**config.mk**
```make
export PLATFORM = sky130hd
export DESIGN_NAME = load_store_sequencer_flat
export DESIGN_NICKNAME = d
export VERILOG_FILES = /design/src/rtl/load_store_sequencer_if.sv /design/src/rtl/load_store_sequencer.sv /design/src/flat_wrapper.sv
export SDC_FILE = /design/constraint.sdc
export NUM_CORES = 1
export LEC_CHECK = 0
export ABC_AREA = 1
export BUFFER_PORTS_ARGS = -buffer_cell sky130_fd_sc_hd__buf_2
export CAP_MARGIN = 5
export CORE_ASPECT_RATIO = 1.4
export CORE_MARGIN = 2
export CORE_UTILIZATION = 56
export CTS_CLUSTER_DIAMETER = 200
export DETAILED_ROUTE_END_ITERATION = 10
export GPL_ROUTABILITY_DRIVEN = 0
export PLACE_DENSITY = 0.85
export SETUP_SLACK_MARGIN = 0.1
export SLEW_MARGIN = 25
export SYNTH_ARGS = -nofsm -noshare
export SYNTH_HDL_FRONTEND = slang
export SYNTH_SLANG_ARGS = --single-unit
```
**constraint.sdc**
```tcl
create_clock -name CLK -period 3.95 [get_ports CLK]
set_clock_uncertainty 0.05 [all_clocks]
set_input_delay 0 -clock CLK [delete_from_list [all_inputs] [get_ports CLK]]
set_output_delay 0 -clock CLK [all_outputs]
set_load 0.05 [all_outputs]
```
**src/rtl/load_store_sequencer_if.sv**
```systemverilog
// ---------------------------------------------------------------------------
// load_store_sequencer_if
//   Bundles the pipeline-side request/response handshake and the byte-wide
//   data-memory bus of the load/store sequencer.
//
//   Pipeline side : req, we, size, sign_ext, addr, wdata  -> sequencer
//                   busy, done, err, rdata                <- sequencer
//   Memory side   : mem_write, mem_addr, mem_data_in      <- sequencer
//                   mem_word_out (combinational read)     -> sequencer
//
//   master : the pipeline plus data memory (drives requests and read data)
//   slave  : the sequencer itself
// ---------------------------------------------------------------------------
interface load_store_sequencer_if;
    logic        req;
    logic        we;
    logic [1:0]  size;
    logic        sign_ext;
    logic [31:0] addr;
    logic [31:0] wdata;
    logic        busy;
    logic        done;
    logic        err;
    logic [31:0] rdata;
    logic        mem_write;
    logic [31:0] mem_addr;
    logic [31:0] mem_data_in;
    logic [7:0]  mem_word_out;

    modport master (
        output req, we, size, sign_ext, addr, wdata, mem_word_out,
        input  busy, done, err, rdata, mem_write, mem_addr, mem_data_in
    );

    modport slave (
        input  req, we, size, sign_ext, addr, wdata, mem_word_out,
        output busy, done, err, rdata, mem_write, mem_addr, mem_data_in
    );
endinterface

```
**src/rtl/load_store_sequencer.sv**
```systemverilog
// ---------------------------------------------------------------------------
// load_store_sequencer
//   Sits between the MEM stage and a byte-wide data memory. Each byte, half
//   or word access is split into sequential single-byte memory accesses in
//   big-endian order (lowest address carries the most significant byte).
//   Load bytes are assembled and sign/zero-extended; busy stalls the pipeline
//   for the whole transfer.
//
//   Ports
//     CLK    : clock, all state changes on posedge
//     RST_N  : synchronous active-low reset
//     bus    : load_store_sequencer_if.slave (request, response, memory bus)
//
//   Timing: accept edge T0, ACCESS cycles T0+1..T0+nbytes, done high in cycle
//   T0+nbytes+1. Rejected accesses pulse done/err in the cycle after accept.
//   All memory-side outputs are registered so they are stable at the
//   memory's negedge write.
// ---------------------------------------------------------------------------
module load_store_sequencer #(
    parameter int ADDR_W = 12
) (
    input  logic                  CLK,
    input  logic                  RST_N,
    load_store_sequencer_if.slave bus
);

    typedef enum logic [1:0] {
        S_IDLE,
        S_ACCESS,
        S_DONE
    } state_t;

    localparam logic [1:0] SZ_BYTE = 2'b00;
    localparam logic [1:0] SZ_HALF = 2'b01;
    localparam logic [1:0] SZ_WORD = 2'b10;

    // Index of the final byte of an access (nbytes - 1).
    function automatic logic [1:0] last_idx(input logic [1:0] sz);
        case (sz)
            SZ_HALF: last_idx = 2'd1;
            SZ_WORD: last_idx = 2'd3;
            default: last_idx = 2'd0;
        endcase
    endfunction

    // Store byte for sequence position idx: position 0 carries the most
    // significant byte of the operand, so the lane counts down from the top.
    function automatic logic [7:0] lane_byte(input logic [31:0] wd,
                                             input logic [1:0]  sz,
                                             input logic [1:0]  idx);
        logic [1:0] lane;
        lane      = last_idx(sz) - idx;
        lane_byte = 8'(wd >> {lane, 3'b000});
    endfunction

    function automatic logic is_bad(input logic [1:0] sz, input logic [1:0] a);
        case (sz)
            SZ_BYTE: is_bad = 1'b0;
            SZ_HALF: is_bad = a[0];
            SZ_WORD: is_bad = (a != 2'b00);
            default: is_bad = 1'b1;
        endcase
    endfunction

    function automatic logic [31:0] extend(input logic [31:0] v,
                                           input logic [1:0]  sz,
                                           input logic        sx);
        case (sz)
            SZ_BYTE: extend = {{24{sx & v[7]}},  v[7:0]};
            SZ_HALF: extend = {{16{sx & v[15]}}, v[15:0]};
            default: extend = v;
        endcase
    endfunction

    state_t              state_q,       state_d;
    logic [1:0]          cnt_q,         cnt_d;
    logic                we_q,          we_d;
    logic [1:0]          size_q,        size_d;
    logic                sign_ext_q,    sign_ext_d;
    logic [ADDR_W-1:0]   base_q,        base_d;
    logic [31:0]         wdata_q,       wdata_d;
    logic [23:0]         asm_q,         asm_d;
    logic                busy_q,        busy_d;
    logic                done_q,        done_d;
    logic                err_q,         err_d;
    logic [31:0]         rdata_q,       rdata_d;
    logic                mem_write_q,   mem_write_d;
    logic [31:0]         mem_addr_q,    mem_addr_d;
    logic [31:0]         mem_data_in_q, mem_data_in_d;

    logic [31:0]         asm_next;

    // Address bits above ADDR_W are deliberately dropped.
    logic unused_addr_hi;
    assign unused_addr_hi = ^bus.addr[31:ADDR_W];

    always_comb begin
        // NOTE: every signal gets a default before the case so no path leaves
        // it unassigned, which would otherwise infer a latch.
        state_d       = state_q;
        cnt_d         = cnt_q;
        we_d          = we_q;
        size_d        = size_q;
        sign_ext_d    = sign_ext_q;
        base_d        = base_q;
        wdata_d       = wdata_q;
        asm_d         = asm_q;
        busy_d        = busy_q;
        done_d        = 1'b0;
        err_d         = 1'b0;
        rdata_d       = rdata_q;
        mem_write_d   = 1'b0;
        mem_addr_d    = mem_addr_q;
        mem_data_in_d = mem_data_in_q;
        asm_next      = {asm_q, bus.mem_word_out};

        case (state_q)
            S_IDLE: begin
                if (bus.req) begin
                    we_d       = bus.we;
                    size_d     = bus.size;
                    sign_ext_d = bus.sign_ext;
                    base_d     = bus.addr[ADDR_W-1:0];
                    wdata_d    = bus.wdata;
                    cnt_d      = 2'd0;
                    asm_d      = 24'd0;
                    busy_d     = 1'b1;
                    if (is_bad(bus.size, bus.addr[1:0])) begin
                        state_d = S_DONE;
                        done_d  = 1'b1;
                        err_d   = 1'b1;
                    end else begin
                        // First byte is presented straight from the request so
                        // the memory sees it in the first ACCESS cycle.
                        state_d       = S_ACCESS;
                        mem_write_d   = bus.we;
                        mem_addr_d    = 32'(bus.addr[ADDR_W-1:0]);
                        mem_data_in_d = {24'd0, lane_byte(bus.wdata, bus.size, 2'd0)};
                    end
                end
            end

            S_ACCESS: begin
                asm_d = asm_next[23:0];
                cnt_d = cnt_q + 2'd1;
                if (cnt_q == last_idx(size_q)) begin
                    state_d = S_DONE;
                    done_d  = 1'b1;
                    if (!we_q) begin
                        rdata_d = extend(asm_next, size_q, sign_ext_q);
                    end
                end else begin
                    // Set up the following byte; memory address and data hold
                    // their last value once the access ends.
                    mem_write_d   = we_q;
                    mem_addr_d    = 32'(base_q + ADDR_W'(cnt_d));
                    mem_data_in_d = {24'd0, lane_byte(wdata_q, size_q, cnt_d)};
                end
            end

            S_DONE: begin
                state_d = S_IDLE;
                busy_d  = 1'b0;
            end

            default: begin
                state_d = S_IDLE;
                busy_d  = 1'b0;
            end
        endcase
    end

    // NOTE: state registers use non-blocking assignments so every flop samples
    // the pre-edge value of every other flop, matching real hardware.
    always_ff @(posedge CLK) begin
        if (!RST_N) begin
            state_q       <= S_IDLE;
            cnt_q         <= 2'd0;
            we_q          <= 1'b0;
            size_q        <= 2'd0;
            sign_ext_q    <= 1'b0;
            base_q        <= '0;
            wdata_q       <= 32'd0;
            asm_q         <= 24'd0;
            busy_q        <= 1'b0;
            done_q        <= 1'b0;
            err_q         <= 1'b0;
            rdata_q       <= 32'd0;
            mem_write_q   <= 1'b0;
            mem_addr_q    <= 32'd0;
            mem_data_in_q <= 32'd0;
        end else begin
            state_q       <= state_d;
            cnt_q         <= cnt_d;
            we_q          <= we_d;
            size_q        <= size_d;
            sign_ext_q    <= sign_ext_d;
            base_q        <= base_d;
            wdata_q       <= wdata_d;
            asm_q         <= asm_d;
            busy_q        <= busy_d;
            done_q        <= done_d;
            err_q         <= err_d;
            rdata_q       <= rdata_d;
            mem_write_q   <= mem_write_d;
            mem_addr_q    <= mem_addr_d;
            mem_data_in_q <= mem_data_in_d;
        end
    end

    assign bus.busy        = busy_q;
    assign bus.done        = done_q;
    assign bus.err         = err_q;
    assign bus.rdata       = rdata_q;
    assign bus.mem_write   = mem_write_q;
    assign bus.mem_addr    = mem_addr_q;
    assign bus.mem_data_in = mem_data_in_q;

endmodule

```
**src/flat_wrapper.sv**
```systemverilog
// flat-port wrapper written by rule: the top's interface ports become plain ports
module load_store_sequencer_flat 
#(
    parameter int ADDR_W = 12
)
  (CLK, RST_N, bus_req, bus_we, bus_size, bus_sign_ext, bus_addr, bus_wdata, bus_mem_word_out, bus_busy, bus_done, bus_err, bus_rdata, bus_mem_write, bus_mem_addr, bus_mem_data_in);
  load_store_sequencer_if bus_i ();
  input  logic CLK;
  input  logic RST_N;
  input wire logic [$bits(bus_i.req)-1:0] bus_req;
  input wire logic [$bits(bus_i.we)-1:0] bus_we;
  input wire logic [$bits(bus_i.size)-1:0] bus_size;
  input wire logic [$bits(bus_i.sign_ext)-1:0] bus_sign_ext;
  input wire logic [$bits(bus_i.addr)-1:0] bus_addr;
  input wire logic [$bits(bus_i.wdata)-1:0] bus_wdata;
  input wire logic [$bits(bus_i.mem_word_out)-1:0] bus_mem_word_out;
  output wire logic [$bits(bus_i.busy)-1:0] bus_busy;
  output wire logic [$bits(bus_i.done)-1:0] bus_done;
  output wire logic [$bits(bus_i.err)-1:0] bus_err;
  output wire logic [$bits(bus_i.rdata)-1:0] bus_rdata;
  output wire logic [$bits(bus_i.mem_write)-1:0] bus_mem_write;
  output wire logic [$bits(bus_i.mem_addr)-1:0] bus_mem_addr;
  output wire logic [$bits(bus_i.mem_data_in)-1:0] bus_mem_data_in;
  assign bus_i.req = bus_req;
  assign bus_i.we = bus_we;
  assign bus_i.size = bus_size;
  assign bus_i.sign_ext = bus_sign_ext;
  assign bus_i.addr = bus_addr;
  assign bus_i.wdata = bus_wdata;
  assign bus_i.mem_word_out = bus_mem_word_out;
  assign bus_busy = bus_i.busy;
  assign bus_done = bus_i.done;
  assign bus_err = bus_i.err;
  assign bus_rdata = bus_i.rdata;
  assign bus_mem_write = bus_i.mem_write;
  assign bus_mem_addr = bus_i.mem_addr;
  assign bus_mem_data_in = bus_i.mem_data_in;
  load_store_sequencer #(.ADDR_W(ADDR_W)) u_core (.CLK(CLK), .RST_N(RST_N), .bus(bus_i));
endmodule
```
==> results of run 1 <==
==> where the power goes <==
group | total, mW | switching, mW | internal, mW
Combinational | 1.01 | 0.732 | 0.276
Clock | 1.56 | 0.544 | 1.01
Sequential | 1.53 | 0.0702 | 1.46
Total | 4.10 | 1.35 | 2.75
==> final cells by class <==
class / instances / area [µm²]
timing repair buffer: 180 / 1206
fill: 824 / 3062
sequential: 133 / 2663
inverter: 40 / 150.1
tap: 141 / 176.4
multi-input combinational: 616 / 2972
clock buffer: 24 / 511.7
clock inverter: 4 / 70.07
==> cell families (layout without fill, tap and decap cells) <==
group,after synthesis,in the layout,share of synthesized area [%]
DFF,133,133,43.24
and+or+nand+nor,334,334,22.03
muxes,16,16,2.601
AOI/OAI and AO/OA,204,204,17.44
adders and majority gates,11,11,2.357
xor gates and xnor gates,8,8,1.138
other,1,43,0.06090
buffers and inverters,132,248,11.14
==> per-layer routing <==
layer / wire length [µm] / part of all wire (%) / vias up / track usage [%]
li1: - / - / 2962 / -
met1: 6585 / 40 / 2805 / 32.78
met2: 8283 / 50 / 304 / 48.78
met3: 1144 / 6.9 / 62 / 6.820
met4: 637 / 3.8 / 0 / 14.88
met5: 0 / 0 / - / 0
==> what timing repair did <==
item | 4_1_cts | 5_1_grt
endpoints found under the setup margin | 0 | 0
hold buffers | 57 | 0
endpoints found under the hold margin | 80 | 0
==> registers in the layout, summed over array words and instances, names as in the netlist <==
| name | cells |
|---|---|
| u_core.bus.mem_write | 1 |
| u_core.we_q | 1 |
| u_core.state_q | 2 |
| u_core.wdata_q | 32 |
| u_core.bus.mem_data_in | 8 |
| u_core.bus.done | 1 |
| u_core.bus.rdata | 32 |
| u_core.sign_ext_q | 1 |
| u_core.bus.err | 1 |
| u_core.size_q | 2 |
| u_core.asm_q | 24 |
| u_core.bus.mem_addr | 13 |
| u_core.base_q | 12 |
| u_core.bus.busy | 1 |
| u_core.cnt_q | 2 |
==> worst register-to-register path, cell delays in order, from the launching register on <==
cell     delay [ps]
dfxtp_1         340
inv_1            60
ha_1            270
inv_1            40
ha_1            260
buf_4           310
inv_1           120
nand3_2         130
nand2_1          70
nand2_2         460
inv_2           220
nor2_1          140
nand2_1          70
a21oi_1         120
==> Yosys cell counts, drive strengths merged <==
cell	instances	area [µm²]
mux2i	16	160.2
clkinv	2	7.510
fa	1	20.02
dfxtp	133	2663
nand4	3	18.77
buf	59	407.9
clkbuf	33	127.6
inv	38	142.6
a21oi	80	437.9
nand2	151	571.8
nor2	129	489.2
ha	10	125.1
xnor2	3	26.28
o21ai	112	560.5
conb	1	3.750
a31oi	12	75.07
nand3	48	250.2
xor2	5	43.79
nor3	3	26.28
==> through the flow <==
step           cell area [µm²]  power (mW)  instances  hold WS [ps]
6_report                  7749       4.100       1138         185.7
5_1_grt                   7749       4.275       1138         213.3
3_3_place_gp              6596       2.488       1053         191.3
2_1_floorplan             6315       2.319        881         77.60
3_5_place_dp              6596       2.499       1053         200.1
4_1_cts                   7749       4.092       1138         170.5
==> how the worst max path moves through the flow <==
stage | from | end | slack (ps) | depth (start not counted)
2_1_floorplan | u_core.size_q[0]$_SDFFE_PN0P_ | u_core.bus.rdata[21]$_SDFFE_PN0P_ | 1820 | 12
4_1_cts | u_core.size_q[0]$_SDFFE_PN0P_ | u_core.bus.mem_addr[11]$_SDFFE_PN0P_ | 1190 | 13
3_3_place_gp | u_core.size_q[0]$_SDFFE_PN0P_ | u_core.bus.mem_addr[9]$_SDFFE_PN0P_ | 1290 | 13
3_5_place_dp | u_core.size_q[0]$_SDFFE_PN0P_ | u_core.bus.mem_addr[9]$_SDFFE_PN0P_ | 1200 | 13
5_1_grt | u_core.size_q[0]$_SDFFE_PN0P_ | u_core.bus.mem_addr[9]$_SDFFE_PN0P_ | 970 | 13
6_report | u_core.size_q[0]$_SDFFE_PN0P_ | u_core.bus.mem_addr[11]$_SDFFE_PN0P_ | 1190 | 13
==> results.cfg, run 1 <==
[layout]
drive_gt1_share_pct = 17.15
num_antenna_cells = 0
final_core_util_pct = 71.68
syn_to_final_growth_pct = 25.85
final_cell_mix = nand2_1, dfxtp_1, nor2_1
final_common_cell = nand2_1
final_nets = 1078

[setup_path]
critPathBufInv = 5
regToRegSetupSlack_ps = 1190
start_kind = flop
slowest_stage = nand2_2
r2r_start = u_core.size_q[0]$_SDFFE_PN0P_
crit_path_max_incr_delay_ps = 460
crit_chain = inv_1 > ha_1 > inv_1 > ha_1 > buf_4 > inv_1 > nand3_2 > nand2_1 > nand2_2 > inv_2 > nor2_1 > nand2_1 > a21oi_1
cp.arrival_ps = 3030
r2r_cells = 13
required_ps = 4210
worst_path_most_repeated_cell = inv_1
worst_r2r_endpoint = u_core.bus.mem_addr[11]$_SDFFE_PN0P_
endpoint_kind = flop
cp_max_fo = 34
worstSetupPathType = flop to flop
crit_family = simple AND/OR/NAND/NOR gates

[worst_hold_path]
hold_path_depth = 3
worstHoldStart = RST_N
min_path_type = primary input to flop
hold_end = u_core.bus.rdata[20]$_SDFFE_PN0P_

[floorplanning]
start_util_pct = 56.96
io_pins = 179
chipWidth_um = 92.62
core_area_mm2 = 0.01081
die_h_um = 128.1
row_count = 45
die_area_mm2 = 0.01186

[detailed_routing]
drc = 0
vias = 6133
ant_nets = 0
drtIter0Drc = 378
wl_um = 16650
drtPass1Iterations = 5
wl_per_cell_um = 14.63
via_per_inst = 5.389

[timing]
slew_violations = 0
rsz0062_at_grt = false
slew_headroom_pct = 38.45
tightest_slew_ps = 917.5
fmax_ghz = 0.3620
setup_viol = 0
min_period_ps = 2763
setup_tns_ps = 0
fin_ws_ps = 1187
hold_viol = 0
layout_worst_path_cycle_share_pct = 69.94

[synthesis]
synth_cell_types = 29
syn_inst = 839
synth_area_mm2 = 0.006157
ys_ff_latch = 133
synth_warnings = 0
seq_area_frac_synth_pct = 43.24
postSynthAreaPerCell_um2 = 7.339

[power_and_ir_drop]
power_density_mw_per_mm2 = 529.1
p_leak_nw = 3.568
vdd_ir_drop_max_uv = 325.7

[clock_network]
post_cts_resize_count = 0
cts_tree = done
cts_buffers = 17
post_cts_buffers = 0
clkTransAtPathRegs_ps = 50
cts-root-buf = clkbuf_16
htreeDepth = 4
clock_latency_ps = 410
cts.sinks = 133
clockBufferDepth = 2

[placed_design]
preCtsSetupSlack_ps = 1203
port_buffers = 115
place_hpwl_um = 9940

[global_routing]
grt_overflow = 0
grt_pass1_vias = 5714
grt_start_max_net_pins = 54
antenna_found_initial = 0
track_usage_pct = 28.44
grt_pass1_wl_um = 26810

[job]
cap_violations = 0

[run_status]
status = completed
Note: power is estimated with default switching activity, not from simulation.
==> run 2, diff against run 1 <==
--- a/config.mk
+++ b/config.mk
@@ -10,11 +10,11 @@
 export CAP_MARGIN = 5
 export CORE_ASPECT_RATIO = 1.4
 export CORE_MARGIN = 2
-export CORE_UTILIZATION = 56
+export CORE_UTILIZATION = 47
 export CTS_CLUSTER_DIAMETER = 200
 export DETAILED_ROUTE_END_ITERATION = 10
 export GPL_ROUTABILITY_DRIVEN = 0
-export PLACE_DENSITY = 0.85
+export PLACE_DENSITY = 0.76
 export SETUP_SLACK_MARGIN = 0.1
 export SLEW_MARGIN = 25
 export SYNTH_ARGS = -nofsm -noshare
==> constraint.sdc (replaced) <==
create_clock -name CLK -period 2.5 [get_ports CLK]
set_clock_uncertainty 0.05 [all_clocks]
set_input_delay 0 -clock CLK [delete_from_list [all_inputs] [get_ports CLK]]
set_output_delay 0 -clock CLK [all_outputs]
set_load 0.05 [all_outputs]
==> run 2 against run 1 <==
Net effect:
- total power grew 58%
- first-iteration DRC count shrank 16%
- non-clock buffer count grew 11
- global-route usage shrank 4.7 points
- flip-flop and latch count is the same
- register-to-register slack lost 880 ps
- sequential share of layout area shrank 0.42 points
- critical endpoint is now u_core.bus.rdata[7]$_SDFFE_PN0P_
==> results.cfg, run 2 (same netlist as run 1, synthesis figures left out) <==
[floorplanning]
row_count = 49
die_area_mm2 = 0.01405
core_area_mm2 = 0.01281
chipWidth_um = 100.7
io_pins = 179
die_h_um = 139.4
start_util_pct = 48.05

[worst_hold_path]
worstHoldStart = bus_mem_word_out[3]
min_path_type = primary input to flop
hold_end = u_core.bus.rdata[3]$_SDFFE_PN0P_
hold_path_depth = 4

[clock_network]
cts_buffers = 17
cts_hold_buffers = 60
cts_tree = done
post_cts_buffers = 0
cts-root-buf = clkbuf_16
htreeDepth = 4
clockBufferDepth = 2
clock_latency_ps = 410
post_cts_resize_count = 0
clkTransAtPathRegs_ps = 60
cts.sinks = 133

[detailed_routing]
ant_nets = 0
wl_um = 16840
drtIter0Drc = 318
drtPass1Iterations = 5
drc = 0
wl_per_cell_um = 14.50
vias = 6086
via_per_inst = 5.242

[timing]
setup_tns_ps = 0
fmax_ghz = 0.4559
slew_violations = 0
min_period_ps = 2193
tightest_slew_ps = 906.6
rsz0062_at_grt = false
setup_viol = 0
hold_viol = 0
layout_worst_path_cycle_share_pct = 87.73
slew_headroom_pct = 39.56

[setup_path]
required_ps = 2740
worst_path_most_repeated_cell = inv_1
worstSetupPathType = flop to flop
crit_path_max_incr_delay_ps = 340
regToRegSetupSlack_ps = 310
crit_chain = inv_1 > ha_1 > inv_1 > ha_1 > inv_1 > nand3_2 > nor3_4 > buf_4 > inv_1 > nor2_1 > nor2_1
start_kind = flop
cp_max_fo = 21
cp.arrival_ps = 2430
worst_r2r_endpoint = u_core.bus.rdata[7]$_SDFFE_PN0P_
r2r_start = u_core.size_q[0]$_SDFFE_PN0P_
r2r_cells = 11
slowest_stage = dfxtp_1
endpoint_kind = flop

[layout]
fillers = 1145
syn_to_final_growth_pct = 27.39
final_cell_mix = nand2_1, dfxtp_1, nor2_1
design_area_mm2 = 0.007844
fin_cells = 1161
drive_gt1_share_pct = 17.46
num_antenna_cells = 0
final_common_cell = nand2_1
final_nets = 1089

[job]
cap_violations = 0

[power_and_ir_drop]
clockPowerShare_pct = 37.4
p_seq_share_pct = 37.5
internal-power_mw = 4.341
power_density_mw_per_mm2 = 824.2
p_leak_nw = 3.612
p_sw_share_pct = 32.85
switchingPower_mw = 2.124
combPwrFrac_pct = 25.1
total_power_mw = 6.465
vdd_ir_drop_max_uv = 510.5

[placed_design]
port_buffers = 115
placed_cell_area_mm2 = 0.006684
place_hpwl_um = 10470
dp_cells = 1073

[global_routing]
grt_overflow = 0
antenna_found_initial = 0
grt_pass1_vias = 5727
grt_start_max_net_pins = 100
grt_pass1_wl_um = 26820
track_usage_pct = 23.74

[run_status]
status = completed
==> run 2: cell types whose count changed in the layout (fill, tap and decap cells not counted), sizes merged <==
cell / change
buf: +8
bufinv: +1
clkbuf: -2
clkinv: +1
dlygate4sd3: +3
==> run 2: critical path: cells and delay by family (launching register included) <==
family	cells	cell delay [ps]
adder cells (fa/ha/maj)	2	550
buffers and inverters	5	630
flip-flops	1	340
AND/OR/NAND/NOR	4	510
==> run 2: per-stage QoR <==
step	util [%]	hold slack, ps	worst slack (ps)
final	61.21	322.5	306.7
after global routing	61.21	332.5	124.8
after CTS	61.21	297.7	296.1
after detailed placement	52.16	200.6	306.8
after global placement	52.16	194.4	352.6
after floorplan	-	77.60	372.7
==> run 2: cell type report <==
class | instances | area (µm²) | share of cell area (%)
Multi-Input combinational cell | 616 | 2972 | 37.88
Sequential cell | 133 | 2663 | 33.94
Timing Repair Buffer | 191 | 1309 | 16.69
Clock buffer | 22 | 454.2 | 5.790
Tap cell | 153 | 191.4 | 2.441
Inverter | 40 | 150.1 | 1.914
Clock inverter | 6 | 105.1 | 1.340
==> run 2: layer usage <==
metal / wire length [µm] / track usage [%] / vias to the layer above
met4: 529 / 13.27 / 0
met5: 0 / 0 / -
met1: 6620 / 26.99 / 2780
li1: - / - / 2986
met3: 1014 / 4.269 / 52
met2: 8669 / 41.09 / 268
==> run 2: how the worst max path moves through the flow <==
stage | start | endpoint | slack [ps] | depth (start not counted)
floorplan | u_core.size_q[0]$_SDFFE_PN0P_ | u_core.bus.rdata[21]$_SDFFE_PN0P_ | 370 | 12
global placement | u_core.size_q[0]$_SDFFE_PN0P_ | u_core.bus.rdata[3]$_SDFFE_PN0P_ | 350 | 11
detailed placement | u_core.size_q[0]$_SDFFE_PN0P_ | u_core.bus.rdata[4]$_SDFFE_PN0P_ | 310 | 11
CTS | u_core.size_q[1]$_SDFFE_PN0P_ | u_core.bus.rdata[7]$_SDFFE_PN0P_ | 300 | 11
global route | u_core.size_q[0]$_SDFFE_PN0P_ | u_core.bus.rdata[5]$_SDFFE_PN0P_ | 120 | 11
finish | u_core.size_q[0]$_SDFFE_PN0P_ | u_core.bus.rdata[7]$_SDFFE_PN0P_ | 310 | 11
==> run 2: power by group through the flow <==
stage	sequential [mW]	combinational, mW	clock [mW]
global route	2.44	1.75	2.54
finish	2.42	1.62	2.42
global placement	2.46	1.51	0
detailed placement	2.46	1.53	0
floorplan	2.77	0.897	0
CTS	2.42	1.61	2.46
==> run 3, diff against run 2 <==
--- a/config.mk
+++ b/config.mk
@@ -14,6 +14,7 @@
 export CTS_CLUSTER_DIAMETER = 200
 export DETAILED_ROUTE_END_ITERATION = 10
 export GPL_ROUTABILITY_DRIVEN = 0
+export GPL_TIMING_DRIVEN = 0
 export PLACE_DENSITY = 0.76
 export SETUP_SLACK_MARGIN = 0.1
 export SLEW_MARGIN = 25
==> run 3 against run 2 <==
Net effect:
- flip-flop and latch count stayed put
- routed wire length is 13% higher
- largest cell class unchanged
- register-to-register slack worse by 90 ps
- combinational power is 9% higher
- core utilization is 4.4 points higher
==> results.cfg, run 3 (same netlist as run 1, synthesis figures left out) <==
[worst_hold_path]
worstHoldStart = bus_wdata[5]
min_path_type = primary input to flop
hold_path_depth = 4
hold_end = u_core.wdata_q[5]$_SDFFE_PN0P_

[timing]
fmax_ghz = 0.4384
slew_violations = 0
setup_viol = 0
slew_headroom_pct = 50.79
layout_worst_path_cycle_share_pct = 91.25
tightest_slew_ps = 738.1
setup_tns_ps = 0
hold_viol = 0
rsz0062_at_grt = true
min_period_ps = 2281

[floorplanning]
start_util_pct = 48.05
io_pins = 179
die_h_um = 139.4
chipWidth_um = 100.7
row_count = 49
die_area_mm2 = 0.01405
core_area_mm2 = 0.01281

[detailed_routing]
ant_nets = 0
wl_per_cell_um = 15.24
drc = 0
drtPass1Iterations = 5
vias = 6456
via_per_inst = 5.190
wl_um = 18960
drtIter0Drc = 387

[clock_network]
clkTransAtPathRegs_ps = 60
clock_latency_ps = 420
cts_buffers = 17
cts.sinks = 133
htreeDepth = 4
cts-root-buf = clkbuf_16
cts_tree = done
clockBufferDepth = 2

[job]
cap_violations = 0

[global_routing]
antenna_found_initial = 0
grt_overflow = 0
grt_start_max_net_pins = 17
grt_pass1_wl_um = 30160
track_usage_pct = 27.22
grt_pass1_vias = 6226

[placed_design]
dp_cells = 1148
port_buffers = 114
place_hpwl_um = 13000

[power_and_ir_drop]
p_leak_nw = 3.946
power_density_mw_per_mm2 = 812.7
vdd_ir_drop_max_uv = 505.0

[setup_path]
worstSetupPathType = flop to flop
endpoint_kind = flop
r2r_start = u_core.size_q[0]$_SDFFE_PN0P_
start_kind = flop
cp.arrival_ps = 2530
regToRegSetupSlack_ps = 220
required_ps = 2750
cp_max_fo = 10
worst_r2r_endpoint = u_core.bus.mem_addr[10]$_SDFFE_PN0P_
r2r_cells = 13

[layout]
fin_cells = 1244
final_nets = 1168
drive_gt1_share_pct = 21.81
fillers = 1071
num_antenna_cells = 0
final_common_cell = nand2_1
syn_to_final_growth_pct = 36.46
final_cell_mix = nand2_1, dfxtp_1, nor2_1

[run_status]
status = completed
run 3: cell type report:
class                      count  area (µm²)  area share (%)
multi-input combinational    616        2989           35.58
sequential                   133        2665           31.72
timing repair buffer         178        1226           14.59
buffer                        92       555.5           6.612
clock buffer                  19       442.9           5.272
tap                          153       191.4           2.278
clock inverter                13       181.4           2.159
inverter                      40       150.1           1.787
run 3: how the worst max path moves through the flow:
| stage | from | to | slack [ps] | depth (start not counted) |
|---|---|---|---|---|
| after floorplan | u_core.size_q[0]$_SDFFE_PN0P_ | u_core.bus.rdata[21]$_SDFFE_PN0P_ | 370 | 12 |
| after global placement | u_core.size_q[0]$_SDFFE_PN0P_ | u_core.bus.mem_data_in[7]$_SDFFE_PN0P_ | 50 | 12 |
| after detailed placement | u_core.size_q[0]$_SDFFE_PN0P_ | u_core.bus.mem_data_in[5]$_SDFFE_PN0P_ | 50 | 12 |
| after CTS | u_core.size_q[0]$_SDFFE_PN0P_ | u_core.bus.rdata[30]$_SDFFE_PN0P_ | 110 | 13 |
| after global routing | u_core.size_q[0]$_SDFFE_PN0P_ | u_core.bus.mem_data_in[1]$_SDFFE_PN0P_ | 60 | 13 |
| final | u_core.size_q[0]$_SDFFE_PN0P_ | u_core.bus.mem_addr[10]$_SDFFE_PN0P_ | 220 | 13 |
run 3: worst max-delay path, cell delays in order (launching register included):
cell      delay, ps
dfxtp_2         330
inv_1            60
ha_1            270
inv_1            50
ha_1            290
buf_6           160
inv_2            80
nand3_4          80
buf_4           140
nand2_1          60
nand2_2         120
clkbuf_4        220
o21ai_0         170
a21oi_1          70
run 3: metrics by stage:
stage	instance area, µm²	hold WS [ps]	utilization (%)	worst slack, ps	total power, mW
6_report	8402	298.9	65.57	218.8	6.828
5_1_grt	8402	325.2	65.57	55.25	7.094
4_1_cts	8376	297.4	65.36	109.4	6.790
3_5_place_dp	7077	200.3	55.23	47.32	4.077
3_3_place_gp	7077	189.6	55.23	53.72	4.062
2_1_floorplan	6315	77.60	-	372.7	3.663
run 3: timing repair:
action / CTS / global route
hold buffers: 59 / 0
endpoints found under the setup margin: 20 / 54
hold endpoints to repair: 81 / 0
pin swaps: 3 / 1
setup buffers: 4 / 0
gates resized for setup: 7 / 16
cloned: 1 / 0
run 3: layer usage:
layer | vias up | track usage, % | wire length (µm)
met5 | - | 0 | 0
met4 | 0 | 12.55 | 600
met3 | 52 | 4.922 | 1187
met2 | 287 | 49.05 | 9887
met1 | 2965 | 30.38 | 7284
li1 | 3152 | - | -
run 3: report_power, final:
part	total [mW]	internal [mW]	switching [mW]
Combinational	1.77	0.537	1.23
Sequential	2.43	2.31	0.115
Clock	2.63	1.69	0.942
